### config.mk
export PLATFORM = sky130hd
export DESIGN_NAME = teclado_atm
export DESIGN_NICKNAME = d
export VERILOG_FILES = /design/src/rtl/teclado_atm.sv
export SDC_FILE = /design/constraint.sdc
export NUM_CORES = 1
export LEC_CHECK = 0
export BUFFER_PORTS_ARGS = -buffer_cell sky130_fd_sc_hd__buf_2
export CAP_MARGIN = 0
export CORE_MARGIN = 2
export CORE_UTILIZATION = 45
export DETAILED_ROUTE_END_ITERATION = 12
export PLACE_DENSITY = 0.62
export SETUP_SLACK_MARGIN = 0.15
export SLEW_MARGIN = 20
export SYNTH_ARGS = -nofsm -noshare
export SYNTH_HDL_FRONTEND = slang
export SYNTH_SLANG_ARGS = --single-unit
### constraint.sdc
create_clock -name clk -period 7.65 [get_ports clk]
set_input_delay 1.1475 -clock clk [delete_from_list [all_inputs] [get_ports clk]]
set_output_delay 1.1475 -clock clk [all_outputs]
set_load 0.01 [all_outputs]
### src/rtl/teclado_atm.sv
// teclado_atm: keypad front-end for the ATM controller.
// Turns keypad presses into PIN digit strobes, the transaction type and a
// binary amount built from decimal keys. It follows the session by watching
// the controller's status outputs.
// Optional feature: define TECLADO_TIMEOUT_EN to abandon an idle session
// after TIMEOUT_CICLOS cycles without a key event.
module teclado_atm #(
    parameter int N_PIN          = 4,
    parameter int MAX_DIGITOS    = 9,
    parameter int TIMEOUT_CICLOS = 1000
) (
    input  logic        clk,
    input  logic        rst,
    input  logic [3:0]  tecla,
    input  logic        tecla_valida,
    input  logic        tarjeta_recibida,
    input  logic        pin_incorrecto,
    input  logic        bloqueo,
    input  logic        balance_actualizado,
    input  logic        entregar_dinero,
    input  logic        fondos_insuficientes,
    output logic [3:0]  digito,
    output logic        digito_stb,
    output logic        tipo_trans,
    output logic [31:0] monto,
    output logic        monto_stb,
    output logic        error_tecla
);

    localparam logic [2:0] ESPERA  = 3'd0;
    localparam logic [2:0] PIN     = 3'd1;
    localparam logic [2:0] TIPO    = 3'd2;
    localparam logic [2:0] MONTO   = 3'd3;
    localparam logic [2:0] BLOQUEO = 3'd4;

    localparam int CNT_W  = $clog2(N_PIN + 1);
    localparam int NDIG_W = $clog2(MAX_DIGITOS + 1);
    localparam logic [CNT_W-1:0]  CNT_ULTIMO = CNT_W'(N_PIN - 1);
    localparam logic [NDIG_W-1:0] NDIG_MAX   = NDIG_W'(MAX_DIGITOS);

    logic [2:0]        r_estado;
    logic              r_prev;
    logic [CNT_W-1:0]  r_cnt;
    logic [NDIG_W-1:0] r_ndig;
    logic [31:0]       r_acc;
    logic [3:0]        r_digito;
    logic              r_digito_stb;
    logic              r_tipo;
    logic [31:0]       r_monto;
    logic              r_monto_stb;
    logic              r_error;

    logic        w_evt;
    logic        w_fin;
    logic        w_es_digito;
    logic [31:0] w_acc_next;
    logic        w_timeout;

    assign w_evt       = tecla_valida & ~r_prev;
    assign w_fin       = balance_actualizado | entregar_dinero | fondos_insuficientes;
    assign w_es_digito = (tecla <= 4'd9);
    // acc*10 as two shifts; at most MAX_DIGITOS decimal digits so no overflow
    assign w_acc_next  = (r_acc << 3) + (r_acc << 1) + {28'd0, tecla};

`ifdef TECLADO_TIMEOUT_EN
    localparam int IDLE_W = $clog2(TIMEOUT_CICLOS + 1);
    localparam logic [IDLE_W-1:0] IDLE_ULTIMO = IDLE_W'(TIMEOUT_CICLOS - 1);

    logic [IDLE_W-1:0] r_idle;
    logic              w_activo;

    assign w_activo  = (r_estado == PIN) || (r_estado == TIPO) || (r_estado == MONTO);
    assign w_timeout = w_activo && !w_evt && (r_idle == IDLE_ULTIMO);

    // Inactivity counter: runs only while a session is collecting keys
    always_ff @(posedge clk or negedge rst) begin
        if (!rst) begin
            r_idle <= '0;
        end else if (!w_activo || w_evt || w_timeout) begin
            r_idle <= '0;
        end else begin
            r_idle <= r_idle + 1'b1;
        end
    end
`else
    assign w_timeout = 1'b0;
`endif

    // Previous key level, used to turn a held key into a single event
    always_ff @(posedge clk or negedge rst) begin
        if (!rst) begin
            r_prev <= 1'b0;
        end else begin
            r_prev <= tecla_valida;
        end
    end

    // Session FSM: controller events first, then the key handling of each state
    always_ff @(posedge clk or negedge rst) begin
        if (!rst) begin
            r_estado     <= ESPERA;
            r_cnt        <= '0;
            r_ndig       <= '0;
            r_acc        <= '0;
            r_digito     <= '0;
            r_digito_stb <= 1'b0;
            r_tipo       <= 1'b0;
            r_monto      <= '0;
            r_monto_stb  <= 1'b0;
            r_error      <= 1'b0;
        end else begin
            r_digito_stb <= 1'b0;
            r_monto_stb  <= 1'b0;
            r_error      <= 1'b0;
            if (bloqueo) begin
                r_estado <= BLOQUEO;
            end else if (r_estado == BLOQUEO) begin
                // locked: only reset releases the block
                r_estado <= BLOQUEO;
            end else if (pin_incorrecto) begin
                r_estado <= PIN;
                r_cnt    <= '0;
                r_acc    <= '0;
                r_ndig   <= '0;
            end else if (w_fin) begin
                r_estado <= ESPERA;
            end else if (w_timeout) begin
                r_estado <= ESPERA;
                r_error  <= 1'b1;
                r_cnt    <= '0;
                r_acc    <= '0;
                r_ndig   <= '0;
            end else begin
                case (r_estado)
                    ESPERA: begin
                        if (tarjeta_recibida) begin
                            r_estado <= PIN;
                            r_cnt    <= '0;
                            r_acc    <= '0;
                            r_ndig   <= '0;
                        end
                    end
                    PIN: begin
                        if (w_evt) begin
                            if (w_es_digito) begin
                                r_digito     <= tecla;
                                r_digito_stb <= 1'b1;
                                r_cnt        <= r_cnt + 1'b1;
                                if (r_cnt == CNT_ULTIMO) begin
                                    r_estado <= TIPO;
                                end
                            end else begin
                                r_error <= 1'b1;
                            end
                        end
                    end
                    TIPO: begin
                        if (w_evt) begin
                            if (tecla == 4'd12) begin
                                r_tipo   <= 1'b0;
                                r_estado <= MONTO;
                            end else if (tecla == 4'd13) begin
                                r_tipo   <= 1'b1;
                                r_estado <= MONTO;
                            end else begin
                                r_error <= 1'b1;
                            end
                        end
                    end
                    MONTO: begin
                        if (w_evt) begin
                            if (w_es_digito) begin
                                if (r_ndig == NDIG_MAX) begin
                                    r_error <= 1'b1;
                                end else begin
                                    r_acc  <= w_acc_next;
                                    r_ndig <= r_ndig + 1'b1;
                                end
                            end else if (tecla == 4'd10) begin
                                r_acc  <= '0;
                                r_ndig <= '0;
                            end else if (tecla == 4'd11) begin
                                if (r_ndig != '0) begin
                                    r_monto     <= r_acc;
                                    r_monto_stb <= 1'b1;
                                    r_estado    <= ESPERA;
                                end else begin
                                    r_error <= 1'b1;
                                end
                            end else if ((tecla == 4'd12) || (tecla == 4'd13)) begin
                                r_error <= 1'b1;
                            end
                        end
                    end
                    default: r_estado <= ESPERA;
                endcase
            end
        end
    end

    assign digito      = r_digito;
    assign digito_stb  = r_digito_stb;
    assign tipo_trans  = r_tipo;
    assign monto       = r_monto;
    assign monto_stb   = r_monto_stb;
    assign error_tecla = r_error;

endmodule

## Yosys cells after proc, flatten, opt, wreduce, memory -nomap -nowiden

Cells that the tools add are included.

| operators by class | value |
|---|---|
| add/subtract/negate cells | 4 |
| $lt $le $gt $ge | 1 |
| eq/ne operators | 28 |
| multiplexer cells | 75 |
| bitwise logic cells | 10 |
| reduce and logical (&&, ||, !) cells | 12 |

Operators with widths:

| cell | number |
|---|---|
| 32-bit 2-to-1 mux | 7 |
| 32-bit case mux with 2 select lines | 1 |
| 3-bit 2-to-1 mux | 21 |
| 6-bit inequality test, second input constant | 10 |
| 1-bit 2-to-1 mux | 35 |
| 32-bit adder | 1 |
| 32-bit by 4-bit adder with 32-bit output | 1 |
| 4-bit 2-to-1 mux | 7 |
| 7-bit AND reduction | 3 |
| 4-bit == test, second input constant | 5 |
| 3-bit inequality test, second input constant | 4 |
| 3-bit case mux with 4 select lines | 1 |
| 11-bit AND reduction | 1 |
| 10-bit AND reduction | 1 |
| 3-bit by 2-bit == test with 1-bit output, second input constant | 3 |
| 4-bit inequality test, second input constant | 2 |
| 4-bit case mux with 2 select lines | 1 |
| 8-bit AND reduction | 1 |
| 7-bit inequality test, second input constant | 1 |
| 1-bit NOT | 7 |
| 3-bit case mux with 2 select lines | 1 |
| 3-bit nonzero test | 2 |
| 4-bit by 1-bit adder with 4-bit output, second input constant | 1 |
| 4-bit less-or-equal comparator, second input constant | 1 |
| other kinds (11) | 12 |

| storage, ports and cells | value |
|---|---|
| bits in registers | 83 |
| output and inout port bits | 40 |
| logic and storage cells | 141 |

## Longest topological paths before layout

Gate-level depths: netlist of run 1.

| depth | value |
|---|---|
| word-level depth | 12 |
| mapped depth | 12 |

## Least setup slack after synthesis of run 1

Ideal clock, no wire load.

| timing path | value |
|---|---|
| path kind | in2reg |
| start point | input tecla[3] |
| end point | register r_acc[24] |
| setup time | 0.096 ns |
| arrival | 3.663 ns |
| data required time | 7.554 ns |
| setup slack | 3.892 ns |
| cell stages on the path | 12 |
| cell sequence | inv_1 -> fa_1 -> inv_1 -> fa_1 -> a21o_1 -> a21o_1 -> a2111oi_2 -> o21ai_1 -> nand4_1 -> o311ai_1 -> xnor2_1 -> o31ai_1 |

| between the ends | value |
|---|---|
| word-level cells in the longest chain between the ends | 7 |
| elaborated cells between the ends (all ways) | 12 |
| those cells by class | add/sub: 1; order compare: 1; eq/ne: 3; mux: 6; reduce/logical: 1 |

RTL lines:

| element | RTL line | RTL |
|---|---|---|
| start: declaration | 14 | `input logic [3:0] tecla,` |
| 32-bit by 4-bit adder with 32-bit output | 63 | `assign w_acc_next = (r_acc << 3) + (r_acc << 1) + {28'd0, tecla};` |
| 32-bit 2-to-1 mux | 173 | `if (r_ndig == NDIG_MAX) begin` |
| 32-bit 2-to-1 mux | 172 | `if (w_es_digito) begin` |
| 32-bit 2-to-1 mux | 171 | `if (w_evt) begin` |
| 32-bit case mux with 2 select lines | 134 | `case (r_estado)` |
| 32-bit 2-to-1 mux | 125 | `end else if (w_fin) begin` |
| 32-bit 2-to-1 mux | 120 | `end else if (pin_incorrecto) begin` |
| end signal: assignment | 176 | `r_acc <= w_acc_next;` |
| end: declaration | 45 | `logic [31:0] r_acc;` |

Parallel ways exist; a longest one is shown, timed or not. The select of a mux whose other input is x is not followed.
A chain may end at the register's enable or synchronous reset.

## Final worst setup path of run 1

Same ends and word-level chain as after synthesis.

==> impl_metrics.py, run 1 <==
metrics = {
    "placed_design": {
        "dp_hpwl_um": 8810,
        "place_inst": 813,
        "gp_congestion": 0.875,
        "port_buffers": 52,
    },
    "die": {
        "top_level_ports": 53,
        "rows": 40,
        "dieArea_mm2": 0.0131,
        "die_y_um": 114,
        "die_width_um": 114,
        "core_mm2": 0.0120,
        "initial_utilization_pct": 45.8,
    },
    "synthesis": {
        "synth_most_common_cell": "nand2_1",
        "synth_common_cells": "174 x nand2_1, 83 x dfrtp_1, 63 x ha_1",
        "ys.flop_type": "dfrtp_1",
        "synth_top_area_share_pct": 37.9,
        "synth_top_area_cell": "dfrtp_1",
        "synth_edf_count": 0,
        "postSynth.asyncResetShare_pct": 100,
        "yosysWarnings": 0,
        "netlist_area_mm2": 0.00548,
        "ys_seq_area_share_pct": 37.9,
        "synth_seq_cells": 83,
        "ys_types": 62,
        "synthTopCellsByArea": "dfrtp_1 38%, ha_1 14%, nand2_1 12%",
        "syn_avg_cell_area_um2": 8.61,
        "postSynthCellCount": 636,
        "postSynthNetCount": 714,
    },
    "min_path": {
        "hold_path_class": "reg -> reg",
        "hold_start": "monto[28]",
    },
    "global_routing": {
        "grt_pass1_wl_um": 21100,
        "grt_pass1_vias": 4401,
        "antenna_found_initial": 0,
        "track_usage_pct": 20.2,
        "grt_max_degree": 59,
        "grt-ovfl-total": 0,
    },
    "cts": {
        "cts_root_buffer": "clkbuf_16",
        "path_clk_slew_ns": 0.06,
        "cts_made_buffers": 9,
        "cts_hold_buf": 0,
        "clock_path_buffers": 2,
        "h-tree-depth": 3,
        "post_cts_buffers": 0,
        "clock-sinks": 83,
        "cts_tree": "built",
        "post_cts_resized": 0,
        "insertion_delay_ns": 0.35,
    },
    "setup_path": {
        "crit_path_max_incr_delay_ns": 0.53,
        "required_ns": 7.90,
        "crit_arrival_ns": 4.12,
        "end_kind": "register",
        "crit_family": "compound AO/OA/AOI/OAI gates",
        "crit_start": "tecla[3]",
        "crit_type": "in -> reg",
        "r2r_slack_ns": 4.38,
        "cp.buffers_inverters": 3,
        "critPathSlowestCell": "fa_1",
        "worst-path-max-fanout": 7,
        "reg2reg_from": "r_acc[0]",
        "crit_path_cell_trace": "buf_2 > inv_1 > fa_1 > inv_1 > fa_1 > a21o_1 > a21o_1 > a2111oi_2 > o21ai_1 > nand4_1 > o311ai_1 > xnor2_1 > o31ai_1",
        "setup.worst_path.start_class": "input port",
    },
    "sta": {
        "timing.hold.ws_ns": 0.464,
        "rsz0062_at_grt": "no",
        "hold_viol_final": 0,
        "setup_viol": 0,
        "drv_slew": 0,
        "slew_headroom_pct": 34.4,
        "fin_tns_setup_ns": 0,
        "tightest_slew_ns": 0.983,
        "finClkSkew_ns": 0.00566,
        "max_freq_mhz": 258,
        "fin_crit_sh_pct": 50.6,
        "period_needed_ns": 3.87,
    },
    "layout": {
        "stdcell_count": 829,
        "insertedDiodeCount": 0,
        "nets": 755,
        "post-route-util_pct": 51.5,
        "drive_above_1_share_pct": 12.0,
        "area_delta_synth_final_pct": 12.5,
    },
    "job": {
        "max_cap_viol_count": 0,
    },
    "status": {
        "status": "completed",
    },
    "route": {
        "remaining_drc_errors": 0,
        "wl_um": 12300,
        "routedWlPerCell_um": 14.8,
        "vias_per_cell": 5.52,
        "ant_nets": 0,
        "via_count": 4578,
        "drt_pass1_iterations": 4,
        "drtIter0Drc": 217,
    },
    "power_and_ir_drop": {
        "p_leak_nw": 3.26,
        "power.density_mw_per_mm2": 147,
        "ir_drop_mv": 0.107,
    },
}
-- power breakdown --
group          switching, mW  internal [mW]
Combinational         0.0170        0.00640
Clock                  0.181          0.261
Sequential          0.000362          0.440
-- metrics by stage --
step	power [mW]	instance area [um^2]	setup slack (ns)
2_1_floorplan	0.456	5480	3.89
3_3_place_gp	0.473	5860	3.52
3_5_place_dp	0.473	5860	3.44
4_1_cts	0.923	6160	3.80
5_1_grt	0.937	6160	3.58
6_report	0.905	6160	3.78
-- worst register-to-register path: stages, from the launching register on --
cell	delay [ns]
dfrtp_1	0.38
inv_1	0.09
fa_1	0.50
inv_1	0.07
fa_1	0.46
a21o_1	0.18
a21o_1	0.22
a2111oi_2	0.44
o21ai_1	0.23
nand4_1	0.15
o311ai_1	0.13
xnor2_1	0.15
o31ai_1	0.18
-- final cells by class --
| type | count | area, um^2 |
|---|---|---|
| clock buffer | 10 | 239 |
| multi-input combinational | 512 | 3250 |
| sequential | 83 | 2080 |
| inverter | 16 | 60.1 |
| fill | 1155 | 5800 |
| tap | 147 | 184 |
| clock inverter | 6 | 65.1 |
| timing repair buffer | 55 | 285 |
-- logic make-up (layout without fill, tap and decap cells) --
family,after synthesis,in the layout,synth area share (%)
XOR/XNOR,24,24,3.84
flip-flops,83,83,37.9
buffers and inverters,41,87,3.02
AO/OA/AOI/OAI,160,160,19.4
multiplexers,3,3,0.571
adder cells (fa/ha/maj),65,65,15.1
AND/OR/NAND/NOR,260,260,20.1
-- routing by layer --
layer | vias up | wire length, um | track usage, %
li1 | 2322 | - | -
met1 | 2158 | 6060 | 28.3
met2 | 81 | 5600 | 31.9
met3 | 17 | 399 | 3.12
met4 | 0 | 208 | 7.07
met5 | - | 0 | 0
-- state kept, by name, summed over array words and instances (netlist names), 3 cells and up --
name,count
monto,32
r_ndig,4
digito,4
r_cnt,3
r_acc,32
r_estado,3
-- path summary, 6_finish.rpt --
kind,to,cells after the start
max,r_acc[24],13
max reg2reg,r_acc[24],12
min,monto[28],2
min reg2reg,monto[28],2
max in group asynchronous,digito[1],2
min in group asynchronous,monto[6],1
-- cell usage in the layout (no fill, tap or decap), types with 2 or more instances in the layout --
master / netlist / final
a211o_1: 2 / 2
a211oi_1: 6 / 6
a21o_1: 17 / 17
a21oi_1: 29 / 29
a221o_1: 2 / 2
a221oi_1: 2 / 2
a22oi_1: 3 / 3
a31oi_1: 4 / 4
and2_1: 3 / 3
and3_1: 3 / 3
buf_2: 7 / 51
buf_4: 0 / 4
clkbuf_16: 0 / 9
clkinvlp_4: 0 / 4
dfrtp_1: 83 / 83
fa_1: 2 / 2
ha_1: 63 / 63
inv_1: 16 / 16
mux2i_1: 2 / 2
nand2_1: 174 / 174
nand2b_1: 6 / 6
nand3_1: 13 / 13
nand4_1: 3 / 3
nand4b_1: 2 / 2
nor2_1: 31 / 31
nor2b_1: 4 / 4
nor3_1: 9 / 9
nor4_1: 2 / 2
o211ai_1: 6 / 6
o21a_1: 5 / 5
o21ai_0: 40 / 40
o21ai_1: 7 / 7
o21bai_1: 3 / 3
o31ai_1: 15 / 15
or2_2: 3 / 3
or3_1: 2 / 2
xnor2_1: 15 / 15
xor2_1: 9 / 9
Power figures use the tool's default switching activity.
==> run 2: changes to the inputs <==
- PLACE_DENSITY: 0.62 -> 0.65
- clock period: 7.65 -> 3.51 ns (I/O delays scaled with it)
==> run 2 against run 1 <==
- routed wire length grew 5.6%
- total power grew 130%
- non-clock buffer count is 6 higher
- count of clock-buffer cells in the layout shrank 1
- register-to-register slack got worse by 4.0 ns
- first-iteration DRC count down 15%
- critical path depth decreased by 1
- setup slack got worse by 3.4 ns
- combinational power up 130%
- global-route usage up 1.1 points
- core utilization up 0.74 points
- largest power group is now the clock network
==> impl_metrics.py, run 2 (synthesis results as in run 1) <==
metrics = {
    "setup_path": {
        "crit_path_max_incr_delay_ns": 0.50,
        "crit_family": "compound AO/OA/AOI/OAI gates",
        "worst-path-max-fanout": 4,
        "worst_r2r_path_depth": 12,
        "reg2reg_from": "r_acc[0]",
        "critPathSlowestCell": "fa_1",
        "end_kind": "register",
        "critical_path.reg2reg.endpoint": "r_acc[24]",
        "crit_type": "reg -> reg",
        "setup.worst_path.start_class": "register",
        "crit_arrival_ns": 3.42,
        "r2r_slack_ns": 0.35,
        "crit_path_cell_trace": "inv_1 > fa_1 > inv_1 > fa_1 > a21o_1 > a21o_1 > a2111oi_2 > o21ai_2 > nand4_1 > o311ai_1 > xnor2_1 > o31ai_1",
        "required_ns": 3.77,
        "cp.buffers_inverters": 2,
    },
    "route": {
        "via_count": 4686,
        "wl_um": 13000,
        "drt_pass1_iterations": 4,
        "remaining_drc_errors": 0,
        "vias_per_cell": 5.61,
        "routedWlPerCell_um": 15.5,
        "ant_nets": 0,
        "drtIter0Drc": 185,
    },
    "cts": {
        "cts_made_buffers": 9,
        "insertion_delay_ns": 0.35,
        "h-tree-depth": 3,
        "clock_path_buffers": 2,
        "cts_root_buffer": "clkbuf_16",
        "path_clk_slew_ns": 0.07,
        "cts_tree": "built",
        "clock-sinks": 83,
    },
    "status": {
        "status": "completed",
    },
    "power_and_ir_drop": {
        "power.density_mw_per_mm2": 329,
        "power_mw": 2.05,
        "ir_drop_mv": 0.263,
        "p_leak_nw": 3.31,
    },
    "layout": {
        "nets": 761,
        "area_delta_synth_final_pct": 14.1,
        "regArea_mm2": 0.00208,
        "drive_above_1_share_pct": 13.4,
        "insertedDiodeCount": 0,
        "multiInputGateArea_mm2": 0.00327,
        "most-common-layout-cells": "174 x nand2_1, 83 x dfrtp_1, 63 x ha_1, 51 x buf_2, 40 x o21ai_0",
        "final_common_cell": "nand2_1",
        "n_fill_cell": 1160,
    },
    "sta": {
        "drv_slew": 0,
        "max_freq_mhz": 316,
        "finClkSkew_ns": 0.0109,
        "setup_slack_ns": 0.346,
        "setup_viol": 0,
        "fin_crit_sh_pct": 90.1,
        "fin_tns_setup_ns": 0,
        "slew_headroom_pct": 52.5,
        "rsz0062_at_grt": "no",
        "timing.hold.ws_ns": 0.125,
        "hold_viol_final": 0,
        "period_needed_ns": 3.16,
        "tightest_slew_ns": 0.713,
    },
    "global_routing": {
        "track_usage_pct": 21.3,
        "grt-ovfl-total": 0,
        "grt_max_degree": 58,
        "antenna_found_initial": 0,
        "grt_pass1_wl_um": 22100,
        "grt_pass1_vias": 4550,
    },
    "die": {
        "dieArea_mm2": 0.0131,
        "die_y_um": 114,
        "die_width_um": 114,
        "core_mm2": 0.0120,
        "initial_utilization_pct": 45.8,
        "top_level_ports": 53,
        "rows": 40,
    },
    "placed_design": {
        "dp_hpwl_um": 9290,
        "pre_cts_ws_ns": -0.0169,
        "port_buffers": 52,
        "gp_congestion": 0.912,
    },
    "min_path": {
        "hold_path_class": "in -> async",
    },
    "job": {
        "max_cap_viol_count": 0,
    },
}
run 2: cell type report:
class / count / share of cell area, %
multi-input combinational: 512 / 52.4
sequential: 83 / 33.2
timing repair buffer: 61 / 5.29
clock buffer: 9 / 3.60
tap: 147 / 2.94
clock inverter: 7 / 1.62
inverter: 16 / 0.961
run 2: worst max path at each step:
| stage | slack (ns) | from | end | depth (start not counted) |
|---|---|---|---|---|
| after floorplan | 0.37 | tecla[3] | r_acc[24] | 12 |
| after global placement | 0.03 | tecla[3] | r_acc[24] | 13 |
| after detailed placement | -0.02 | tecla[3] | r_acc[26] | 13 |
| after CTS | 0.31 | r_acc[0] | r_acc[26] | 12 |
| after global routing | 0.15 | r_acc[0] | r_acc[20] | 12 |
| final | 0.35 | r_acc[0] | r_acc[24] | 12 |
run 2: timing repair:
action | in CTS | in global routing
gates resized for setup | 0 | 4
buffers inserted | 0 | 0
endpoints found under the hold margin | 0 | 0
hold buffers | 0 | 0
setup endpoints to repair | 0 | 6
run 2: metrics by stage:
stage	util, %	std cells	area, um^2
floorplan	-	636	5480
global placement	49.3	819	5900
detailed placement	49.3	819	5900
CTS	52.1	835	6230
global route	52.2	835	6250
finish	52.2	835	6250
run 2: where the power goes:
group / internal (mW) / switching (mW)
registers: 0.959 / 0.000926
logic: 0.0146 / 0.0386
clock network: 0.628 / 0.413
total: 1.60 / 0.452
run 2: layer usage:
metal  wire length [um]  part of all wire (%)  global-route usage [%]  vias to the layer above
met4                198                   1.5                    7.64                        0
li1                   -                     -                       -                     2340
met2               6090                    47                    34.8                       89
met5                  0                     0                       0                        -
met3                428                   3.3                    3.34                       11
met1               6240                    48                    28.8                     2246
==> run 3: changes to the inputs <==
- RECOVER_POWER: default -> 25
==> run 3 against run 2 <==
- the flow now finishes with violations (max-capacitance violations, max-slew violations)
- total power about the same
- clock power about the same
- final area decreased by 0.14%
- via count unchanged
- hold slack improved by 0.20 ns
- sequential share of layout area about the same
- final cell count unchanged
- register-to-register slack about the same
- setup slack about the same
- sequential power about the same
- critical endpoint unchanged
- largest power group unchanged
==> impl_metrics.py, run 3 (synthesis results as in run 1) <==
metrics = {
    "sta": {
        "hold_viol_final": 0,
        "setup_slack_ns": 0.346,
        "drv_slew": 34,
        "tightest_slew_ns": 1.92,
        "fin_crit_sh_pct": 90.2,
        "max_freq_mhz": 316,
        "slew_headroom_pct": -28.1,
        "timing.hold.ws_ns": 0.322,
        "finClkSkew_ns": 0.0109,
        "period_needed_ns": 3.16,
        "setup_viol": 0,
        "rsz0062_at_grt": "no",
    },
    "global_routing": {
        "antenna_found_initial": 0,
        "grt_use_met3_pct": 3.34,
        "grt-busiest-layer": "met2",
        "grt-ovfl-total": 0,
        "use_met1_pct": 28.8,
        "grt_pass1_wl_um": 22100,
        "track_usage_pct": 21.3,
        "grt_max_degree": 58,
        "use_met2_pct": 34.8,
        "grt_pass1_vias": 4550,
    },
    "power_and_ir_drop": {
        "ir_drop_mv": 0.263,
        "p_leak_nw": 3.30,
        "power.density_mw_per_mm2": 329,
    },
    "cts": {
        "cts_made_buffers": 9,
        "path_clk_slew_ns": 0.07,
        "clock_path_buffers": 2,
        "clock-sinks": 83,
        "cts_tree": "built",
        "h-tree-depth": 3,
        "cts_root_buffer": "clkbuf_16",
        "insertion_delay_ns": 0.35,
        "post_cts_buffers": 0,
    },
    "die": {
        "core_mm2": 0.0120,
        "die_y_um": 114,
        "rows": 40,
        "die_width_um": 114,
        "top_level_ports": 53,
        "initial_utilization_pct": 45.8,
        "dieArea_mm2": 0.0131,
    },
    "route": {
        "vias_per_cell": 5.61,
        "routedWlPerCell_um": 15.5,
        "drt_pass1_iterations": 4,
        "wl_um": 12900,
        "ant_nets": 0,
        "drtIter0Drc": 187,
        "remaining_drc_errors": 0,
        "via_count": 4686,
    },
    "job": {
        "max_cap_viol_count": 1,
    },
    "setup_path": {
        "crit_arrival_ns": 3.42,
        "end_kind": "register",
        "worst-path-max-fanout": 4,
        "crit_type": "reg -> reg",
        "required_ns": 3.77,
        "setup.worst_path.start_class": "register",
    },
    "placed_design": {
        "placement.cell_area_mm2": 0.00590,
        "pre_cts_ws_ns": -0.0169,
        "gp_congestion": 0.912,
        "port_buffers": 52,
        "dp_hpwl_um": 9290,
    },
    "layout": {
        "drive_above_1_share_pct": 12.9,
        "final_common_cell": "nand2_1",
        "final_area_mm2": 0.00624,
        "insertedDiodeCount": 0,
        "area_delta_synth_final_pct": 14.0,
        "most-common-layout-cells": "174 x nand2_1, 83 x dfrtp_1, 63 x ha_1, 50 x buf_2, 40 x o21ai_0",
        "nets": 761,
    },
    "status": {
        "violations": "max-capacitance violations, max-slew violations",
        "status": "finished with violations",
    },
    "min_path": {
        "hold_path_class": "in -> reg",
    },
}
==> run 3: cell types whose count changed in the layout (fill, tap and decap cells not counted), sizes merged <==
cell	delta
clkbuf	+3
buf	-3
==> run 3: stage by stage <==
step | power [mW] | instances | utilization (%) | setup TNS (ns)
after floorplan | 0.994 | 636 | - | 0
after global placement | 1.03 | 819 | 49.3 | 0
after detailed placement | 1.03 | 819 | 49.3 | -0.0216
after CTS | 2.09 | 835 | 52.1 | 0
after global routing | 2.14 | 835 | 52.2 | 0
final | 2.05 | 835 | 52.2 | 0
==> run 3: area by class of cell <==
type,count,area (um^2)
inverters,16,60.1
flip-flops and latches,83,2080
well taps,147,184
repair buffers,61,322
multi-input cells,512,3270
clock inverters,7,101
clock buffers,9,225
fillers,1161,5720
==> run 3: per-layer routing <==
metal | share of wire [%] | wire length (um)
met5 | 0 | 0
met4 | 1.5 | 198
met3 | 3.5 | 451
met2 | 47 | 6070
met1 | 48 | 6220
==> run 3: critical path, cell delays in order, from the launching register on <==
cell       delay, ns
dfrtp_1         0.37
inv_1           0.08
fa_1            0.50
inv_1           0.07
fa_1            0.46
a21o_1          0.18
a21o_1          0.22
a2111oi_2       0.45
o21ai_2         0.17
nand4_1         0.13
o311ai_1        0.12
xnor2_1         0.14
o31ai_1         0.18
==> run 3: timing repair <==
item | CTS | global route
hold buffers | 0 | 0
endpoints found under the hold margin | 0 | 0
gates resized for setup | 0 | 4
endpoints found under the setup margin | 0 | 6
==> run 3: path summary, 6_finish.rpt <==
kind | cells past startpoint | startpoint | end | slack, ns
max | 12 | r_acc[0] | r_acc[24] | 0.35
min | 1 | tecla_valida | r_prev | 0.32
max reg2reg | 12 | r_acc[0] | r_acc[24] | 0.35
min reg2reg | 2 | r_acc[31] | monto[31] | 0.47
max in group asynchronous | 2 | rst | monto[24] | 0.82
min in group asynchronous | 1 | rst | monto[5] | 0.70
==> run 3: power breakdown <==
part	switching [mW]	internal [mW]	leakage [nW]
registers	0.000926	0.959	1.15
clock network	0.413	0.628	0.152
logic	0.0385	0.0135	2.00
